## config.mk

```make
export PLATFORM = sky130hd
export DESIGN_NAME = key_debounce
export DESIGN_NICKNAME = d
export VERILOG_FILES = /design/src/rtl/key_debounce.sv
export SDC_FILE = /design/constraint.sdc
export NUM_CORES = 1
export LEC_CHECK = 0
export BUFFER_PORTS_ARGS = -buffer_cell sky130_fd_sc_hd__buf_4
export CAP_MARGIN = 20
export CORE_UTILIZATION = 57
export CTS_CLUSTER_SIZE = 12
export DETAILED_ROUTE_END_ITERATION = 10
export HOLD_SLACK_MARGIN = 0.05
export PLACE_DENSITY_LB_ADDON = 0.15
export SLEW_MARGIN = 5
export SYNTH_ARGS = -nofsm -noshare
export SYNTH_HDL_FRONTEND = slang
export SYNTH_SLANG_ARGS = --single-unit
```

## constraint.sdc

```tcl
create_clock -name clk -period 2.41 [get_ports clk]
set_input_delay 0.241 -clock clk [delete_from_list [all_inputs] [get_ports clk]]
set_output_delay 0.241 -clock clk [all_outputs]
set_load 0.005 [all_outputs]
```

## src/rtl/key_debounce.sv

```systemverilog
`default_nettype none
// ============================================================================
//  Module   : key_debounce
//  Purpose  : Multi-channel push-button conditioner. Each raw, asynchronous,
//             bouncing key input is synchronised into the clk domain and then
//             debounced by a per-channel four-state FSM with a stability
//             counter. Produces a clean "pressed" level plus registered
//             one-cycle press/release pulses per key.
//
//  Ports    : clk          system clock
//             resetn       asynchronous active-low reset
//             key_raw      [NUM_KEYS] raw pad inputs (async to clk)
//             key_level    [NUM_KEYS] debounced level, 1 = pressed
//             key_press    [NUM_KEYS] one-cycle pulse on key_level rise
//             key_release  [NUM_KEYS] one-cycle pulse on key_level fall
//             key_long     [NUM_KEYS] one-cycle long-press pulse
//
//  Options  : KEY_DEBOUNCE_LONGPRESS_EN - when defined, a per-channel held
//             counter drives key_long after LONG_CYCLES cycles held; when
//             undefined key_long is tied to 0.
//
//  Revision : 1.0 - initial release
// ============================================================================
module key_debounce #(
    parameter int NUM_KEYS        = 2,
    parameter int DEBOUNCE_CYCLES = 320000,
    parameter int SYNC_STAGES     = 2,
    parameter int ACTIVE_LOW      = 1,
    parameter int LONG_CYCLES     = 16000000
) (
    input  logic                clk,
    input  logic                resetn,
    input  logic [NUM_KEYS-1:0] key_raw,
    output logic [NUM_KEYS-1:0] key_level,
    output logic [NUM_KEYS-1:0] key_press,
    output logic [NUM_KEYS-1:0] key_release,
    output logic [NUM_KEYS-1:0] key_long
);

    localparam int                 c_CNT_W        = $clog2(DEBOUNCE_CYCLES + 1);
    localparam logic [c_CNT_W-1:0] c_DB_LIMIT     = c_CNT_W'(DEBOUNCE_CYCLES);
    localparam logic [c_CNT_W-1:0] c_CNT_ONE      = c_CNT_W'(1);
    // Raw pad level of a key that is not pressed; also the XOR mask that
    // normalises the synchronised sample to 1 = pressed.
    localparam logic               c_RAW_RELEASED = (ACTIVE_LOW != 0);

    localparam logic [1:0] c_ST_REL_STABLE = 2'd0;
    localparam logic [1:0] c_ST_PRESS_CHK  = 2'd1;
    localparam logic [1:0] c_ST_HELD       = 2'd2;
    localparam logic [1:0] c_ST_REL_CHK    = 2'd3;

    for (genvar g = 0; g < NUM_KEYS; g++) begin : g_key

        // ------------------------------------------------------------------
        // Synchroniser: resets to the released pad level so that a reset
        // never looks like a key event.
        // ------------------------------------------------------------------
        logic [SYNC_STAGES-1:0] r_sync;
        logic                   w_pressed;

        always_ff @(posedge clk or negedge resetn) begin
            if (!resetn) begin
                r_sync <= {SYNC_STAGES{c_RAW_RELEASED}};
            end else begin
                r_sync <= {r_sync[SYNC_STAGES-2:0], key_raw[g]};
            end
        end

        assign w_pressed = r_sync[SYNC_STAGES-1] ^ c_RAW_RELEASED;

        // ------------------------------------------------------------------
        // Debounce FSM
        // ------------------------------------------------------------------
        logic [1:0]         r_state;
        logic [1:0]         w_state_nxt;
        logic [c_CNT_W-1:0] r_cnt;
        logic [c_CNT_W-1:0] w_cnt_nxt;
        logic               r_level;
        logic               w_level_nxt;
        logic               r_press;
        logic               w_press_nxt;
        logic               r_release;
        logic               w_release_nxt;

        always_ff @(posedge clk or negedge resetn) begin
            if (!resetn) begin
                r_state   <= c_ST_REL_STABLE;
                r_cnt     <= '0;
                r_level   <= 1'b0;
                r_press   <= 1'b0;
                r_release <= 1'b0;
            end else begin
                r_state   <= w_state_nxt;
                r_cnt     <= w_cnt_nxt;
                r_level   <= w_level_nxt;
                r_press   <= w_press_nxt;
                r_release <= w_release_nxt;
            end
        end

        // The counter is cleared on every accept and every reject, so it
        // can never run past c_DB_LIMIT and never wraps.
        always_comb begin
            w_state_nxt   = r_state;
            w_cnt_nxt     = r_cnt;
            w_level_nxt   = r_level;
            w_press_nxt   = 1'b0;
            w_release_nxt = 1'b0;
            case (r_state)
                c_ST_REL_STABLE: begin
                    if (w_pressed) begin
                        w_state_nxt = c_ST_PRESS_CHK;
                        w_cnt_nxt   = c_CNT_ONE;
                    end
                end
                c_ST_PRESS_CHK: begin
                    if (!w_pressed) begin
                        w_state_nxt = c_ST_REL_STABLE;
                        w_cnt_nxt   = '0;
                    end else if (r_cnt == c_DB_LIMIT) begin
                        w_state_nxt = c_ST_HELD;
                        w_cnt_nxt   = '0;
                        w_level_nxt = 1'b1;
                        w_press_nxt = 1'b1;
                    end else begin
                        w_cnt_nxt = r_cnt + c_CNT_ONE;
                    end
                end
                c_ST_HELD: begin
                    if (!w_pressed) begin
                        w_state_nxt = c_ST_REL_CHK;
                        w_cnt_nxt   = c_CNT_ONE;
                    end
                end
                c_ST_REL_CHK: begin
                    if (w_pressed) begin
                        w_state_nxt = c_ST_HELD;
                        w_cnt_nxt   = '0;
                    end else if (r_cnt == c_DB_LIMIT) begin
                        w_state_nxt   = c_ST_REL_STABLE;
                        w_cnt_nxt     = '0;
                        w_level_nxt   = 1'b0;
                        w_release_nxt = 1'b1;
                    end else begin
                        w_cnt_nxt = r_cnt + c_CNT_ONE;
                    end
                end
                default: begin
                    w_state_nxt = c_ST_REL_STABLE;
                    w_cnt_nxt   = '0;
                    w_level_nxt = 1'b0;
                end
            endcase
        end

        assign key_level[g]   = r_level;
        assign key_press[g]   = r_press;
        assign key_release[g] = r_release;

`ifdef KEY_DEBOUNCE_LONGPRESS_EN
        // ------------------------------------------------------------------
        // Long-press detection: counts cycles spent in HELD/REL_CHK, i.e.
        // while key_level is 1. A release bounce that returns to HELD keeps
        // the count, so the pulse fires at most once per press.
        // ------------------------------------------------------------------
        localparam int                  c_LONG_W     = $clog2(LONG_CYCLES + 1);
        localparam logic [c_LONG_W-1:0] c_LONG_LIMIT = c_LONG_W'(LONG_CYCLES);
        localparam logic [c_LONG_W-1:0] c_LONG_ONE   = c_LONG_W'(1);

        logic [c_LONG_W-1:0] r_hold_cnt;
        logic                r_long;

        always_ff @(posedge clk or negedge resetn) begin
            if (!resetn) begin
                r_hold_cnt <= '0;
                r_long     <= 1'b0;
            end else begin
                r_long <= 1'b0;
                if ((r_state == c_ST_REL_STABLE) || (r_state == c_ST_PRESS_CHK)) begin
                    r_hold_cnt <= '0;
                end else if (r_hold_cnt != c_LONG_LIMIT) begin
                    r_hold_cnt <= r_hold_cnt + c_LONG_ONE;
                    r_long     <= ((r_hold_cnt + c_LONG_ONE) == c_LONG_LIMIT);
                end
            end
        end

        assign key_long[g] = r_long;
`else
        assign key_long[g] = 1'b0;
`endif

    end : g_key

endmodule
`default_nettype wire

```

* Word-level counts from Yosys, hierarchy flattened
Index checks and enable logic that the tools add are counted.
** Operators by class
- Add/sub/neg operators :: 2
- Equal/unequal tests :: 24
- Muxes and demuxes :: 46
- Reductions and logical operators :: 10
** Operators with widths (count)
- 19-bit two-way mux :: 10
- 19-bit case mux with 4 select lines :: 2
- 19-bit by 1-bit adder with 19-bit output (second input constant) :: 2
- 19-bit == test (second input constant) :: 2
- 2-bit two-way mux :: 12
- 2-bit != test (second input constant) :: 12
- 1-bit two-way mux :: 18
- 2-bit case mux with 4 select lines :: 2
- 3-bit != test (second input constant) :: 4
- 5-bit AND reduction :: 2
- 2-bit == test (second input constant) :: 4
- 4-bit AND reduction :: 2
- 2-bit by 1-bit == test with 1-bit output (second input constant) :: 2
- 2-bit zero test :: 2
- 1-bit case mux with 2 select lines :: 2
- 2-bit AND reduction :: 2
- 2-bit nonzero test :: 2
** Word-level totals
- Flip-flop bits (word level) :: 52
- Input bits :: 4
- Output and inout bits :: 8
- Word-level logic and storage cells :: 94

* Longest topological paths before layout
- Depth after elaboration :: 4
- Gate-level depth with buffers :: 8

* Worst setup path after synthesis
No wires, ideal clock.
- Kind :: register to register
- Start :: register g_key[0].r_cnt[0]
- End :: register g_key[0].r_cnt[13]
- Data arrival time :: 1640 ps
- Path slack :: 652 ps
- Stages on the path, launching flop included :: 9
- Buffers on the path :: 1
- Period minus slack after synthesis :: 1758 ps
- Cell sequence :: dfrtp_1 -> inv_1 -> ha_1 -> nor4bb_1 -> nand3_1 -> o31ai_2 -> buf_2 -> o21ai_0 -> a21o_1
** Between the ends
- Longest elaborated chain between the ends :: 4
- Elaborated cells on any way between the ends :: 6
- Classes of those cells :: add/sub (1); eq/ne (1); mux (4)
** RTL lines
- start: declaration :: RTL line 76 : logic [c_CNT_W-1:0] r_cnt;
- start signal: assignment :: RTL line 94 : r_cnt <= w_cnt_nxt;
- 19-bit by 1-bit adder with 19-bit output / 19-bit == test (equally long branches)
- 19-bit two-way mux * :: RTL line 120, 139
- 19-bit two-way mux, on equally long branches :: RTL line 136, 117
- 19-bit case mux with 4 select lines * :: RTL line 109 : case (r_state)
Mark *: on every way between the ends. The rest lies on a longest branch, timed or not.
A chain may end at the register's enable or synchronous reset.

* Final worst setup path
- Start :: register g_key[0].r_cnt[0]
- End :: register g_key[0].r_cnt[5]
Same word-level chain as after synthesis.

==> flow_metrics.tcl <==
set metrics [dict create \
    p_int_uw 1467 \
    post-route-period-util_pct 92.39 \
    numClockSinks 52 \
    syn_to_final_growth_pct 7.053 \
    clk_path_buf_depth 2 \
    sw_frac_of_total_pct 37.90 \
    synth_edf_count 0 \
    holdWs_ps 362.1 \
    postCtsResizedCells 0 \
    min_period_ps 2227 \
    p_seq_share_pct 44.9 \
    start_util_pct 60.05 \
    grtUsageTotal_pct 23.31 \
    slew_headroom_pct 57.21 \
    n_antenna_cell 0 \
    final_hold_viol_count 0 \
    min_delay_path_depth 0 \
    firstDrtPassIters 5 \
    synth-main-ff-cell "dfrtp_1" \
    tightest_slew_ps 641.8 \
    combPwrFrac_pct 33.6 \
    use_met2_pct 32.82 \
    met1_usage_pct 36.04 \
    clk_pin_slew_ps 90 \
    async_flop_share_pct 100.0 \
    ant_nets 0 \
    fillers 407 \
    dpl.cell_count 375 \
    die_w_um 73.01 \
    synthCells 311 \
    outcome "complete, no violations" \
    vdd_ir_drop_max_mv 0.5447 \
    drive_above_1_share_pct 12.85 \
    arrival_ps 2420 \
    fin_nets 326 \
    seq_area_frac_synth_pct 45.45 \
    globalRoute.totalOverflow 0 \
    drt-total-wl_um 5605 \
    dieHeight_um 73.01 \
    skew_ps 7.370 \
    pre_cts_ws_ps 247.6 \
    clkPwrFrac_pct 21.5 \
    dieArea_mm2 0.005330 \
    leakagePower_uw 0.001350 \
    r2r_cells 8 \
    grt-busiest-layer "met1" \
    power_switching_uw 895.6 \
    timing.setup.tns_ps 0 \
    power.density_mw_per_mm2 768.1 \
    grt_pass1_wl_um 9501 \
    gp_congestion 0.8306 \
    slew_violations 0 \
    cts_max_level 2 \
    yosys_warnings 0 \
    routedWlPerCell_um 14.52 \
    antenna_found_initial 0 \
    coreArea_mm2 0.004786 \
    finalNonFillerCells 386 \
    root_buffer "clkbuf_8" \
    crit_required_ps 2600 \
    crit_fanout 18 \
    numPortBuffers 9 \
    fmax_mhz 449.1 \
    min_path_type "reg2reg" \
    post-dp-hpwl_um 3883 \
    numCtsBuffers 5 \
    grt_max_degree 53 \
    ys_seq_elements 52 \
    maxCapViolations 0 \
    netlist_area_mm2 0.002874 \
    synth_cell_type_count 48 \
    rsz0062_at_grt "no" \
    vias 2258 \
    io_pins 12 \
    rows 25 \
    drcViolationCount 0 \
    avgSynthCellArea_um2 9.241 \
    first_global_vias 2013 \
    met3_usage_pct 4.144 \
    worstSetupEndpointType "register" \
    vias_per_cell 5.850 \
    fin_ws_ps 183.4 \
    initialDrtViolationCount 182 \
    setup_viol 0 \
    clk_latency_ps 300 \
    critPathKind "reg2reg" \
    crit_path_start_kind "register" \
    cts_tree "yes" \
]
Yosys cell counts, types with 3 or more instances:
| master | number | area (µm²) |
|---|---|---|
| nand3_1 | 21 | 105.1 |
| ha_1 | 4 | 50.05 |
| dfrtp_1 | 48 | 1201 |
| and3_1 | 6 | 37.54 |
| nor3_1 | 14 | 70.07 |
| dfstp_2 | 4 | 105.1 |
| o21ai_0 | 25 | 125.1 |
| a31oi_1 | 3 | 18.77 |
| clkbuf_1 | 5 | 18.77 |
| a21oi_1 | 16 | 80.08 |
| nor4_1 | 9 | 56.30 |
| xnor2_1 | 6 | 52.55 |
| mux2i_1 | 4 | 40.04 |
| xor2_1 | 5 | 43.79 |
| nand2_1 | 34 | 127.6 |
| nand4_1 | 9 | 56.30 |
| a21o_1 | 14 | 105.1 |
| buf_4 | 8 | 60.06 |
| inv_1 | 15 | 56.30 |
| or3_1 | 5 | 31.28 |
| buf_2 | 4 | 20.02 |
| nor2_1 | 17 | 63.81 |
cell families (layout without fill, tap and decap cells):
group,after synthesis,count (layout),synth area share [%]
multiplexers,4,4,1.393
AND/OR/NAND/NOR,135,135,26.51
XOR/XNOR,11,11,3.352
other,1,2,0.1305
buffers and inverters,33,40,5.790
AO/OA/AOI/OAI,71,71,15.63
flip-flops,52,52,45.45
adder cells (fa/ha/maj),4,4,1.741
power by group through the flow:
stage | Combinational, µW | Clock [µW] | Sequential (µW)
final | 794 | 507 | 1060
after global placement | 762 | 0 | 1080
after CTS | 790 | 517 | 1060
after floorplan | 623 | 0 | 1020
after detailed placement | 775 | 0 | 1080
after global routing | 898 | 550 | 1080
registers in the layout, indices dropped and copies added, names as in the netlist, named ones only:
register / count
g_key.r_level: 2
g_key.r_sync: 4
g_key.r_release: 2
g_key.r_cnt: 38
g_key.r_state: 2
g_key.r_press: 2
routing by layer:
layer / vias up / part of all wire (%)
met5: - / 0
met3: 2 / 4.0
met4: 0 / 0.55
met1: 1086 / 51
met2: 52 / 44
li1: 1118 / -
repair_timing:
action                                 CTS  global route
hold buffers                             3             0
endpoints found under the hold margin   50             0
setup buffers                            0             0
setup endpoints to repair                0             0
worst max-delay path, stage by stage, from the launching register on:
cell and delay, ps:
dfrtp_1 440, inv_1 120, ha_1 140, nor4bb_1 260, nand3_1 200, o31ai_2 370, buf_4 290, o21ai_0 110
a21o_1 190
layout by cell type (no fill, tap or decap), drive strengths merged, types with 2 or more instances in the layout:
cell type and n:
dfrtp 48, nand2 34, o21ai 27, nand3 22
nor2 17, a21oi 16, inv 15, nor3 15
a21o 14, buf 14, nor4 11, nand4 11
clkbuf 8, and3 7, or3 7, xnor2 6
xor2 5, mux2i 4, ha 4, dfstp 4
a31oi 3, dlygate4sd3 3, and2 2, o31a 2
a21boi 2, or2 2, a31o 2, nor3b 2
conb 2, o31ai 2
stage by stage:
step	area [µm²]	util, %	power [µW]
final	3077	64.29	2363
after global routing	3077	64.29	2527
after CTS	3077	64.29	2366
after detailed placement	2957	61.78	1853
after global placement	2957	61.78	1840
after floorplan	2878	-	1647
final cells by class:
| cell class | instances | area, µm² | area share (%) |
|---|---|---|---|
| repair buffers | 17 | 135.1 | 4.392 |
| well taps | 67 | 83.83 | 2.725 |
| multi-input cells | 227 | 1405 | 45.67 |
| flip-flops and latches | 52 | 1306 | 42.46 |
| inverters | 15 | 56.30 | 1.830 |
| clock buffers | 8 | 90.09 | 2.928 |
final timing paths:
kind | to | startpoint | slack, ps
hold / removal | g_key[0].r_sync[1] | g_key[0].r_sync[0] | 360
hold reg to reg | g_key[0].r_sync[1] | g_key[0].r_sync[0] | 360
max in group asynchronous | g_key[0].r_cnt[7] | resetn | 1480
setup reg to reg | g_key[0].r_cnt[5] | g_key[0].r_cnt[0] | 180
min in group asynchronous | g_key[0].r_cnt[11] | resetn | 510
setup / recovery | g_key[0].r_cnt[5] | g_key[0].r_cnt[0] | 180
Note: power is estimated with default switching activity, not from simulation.
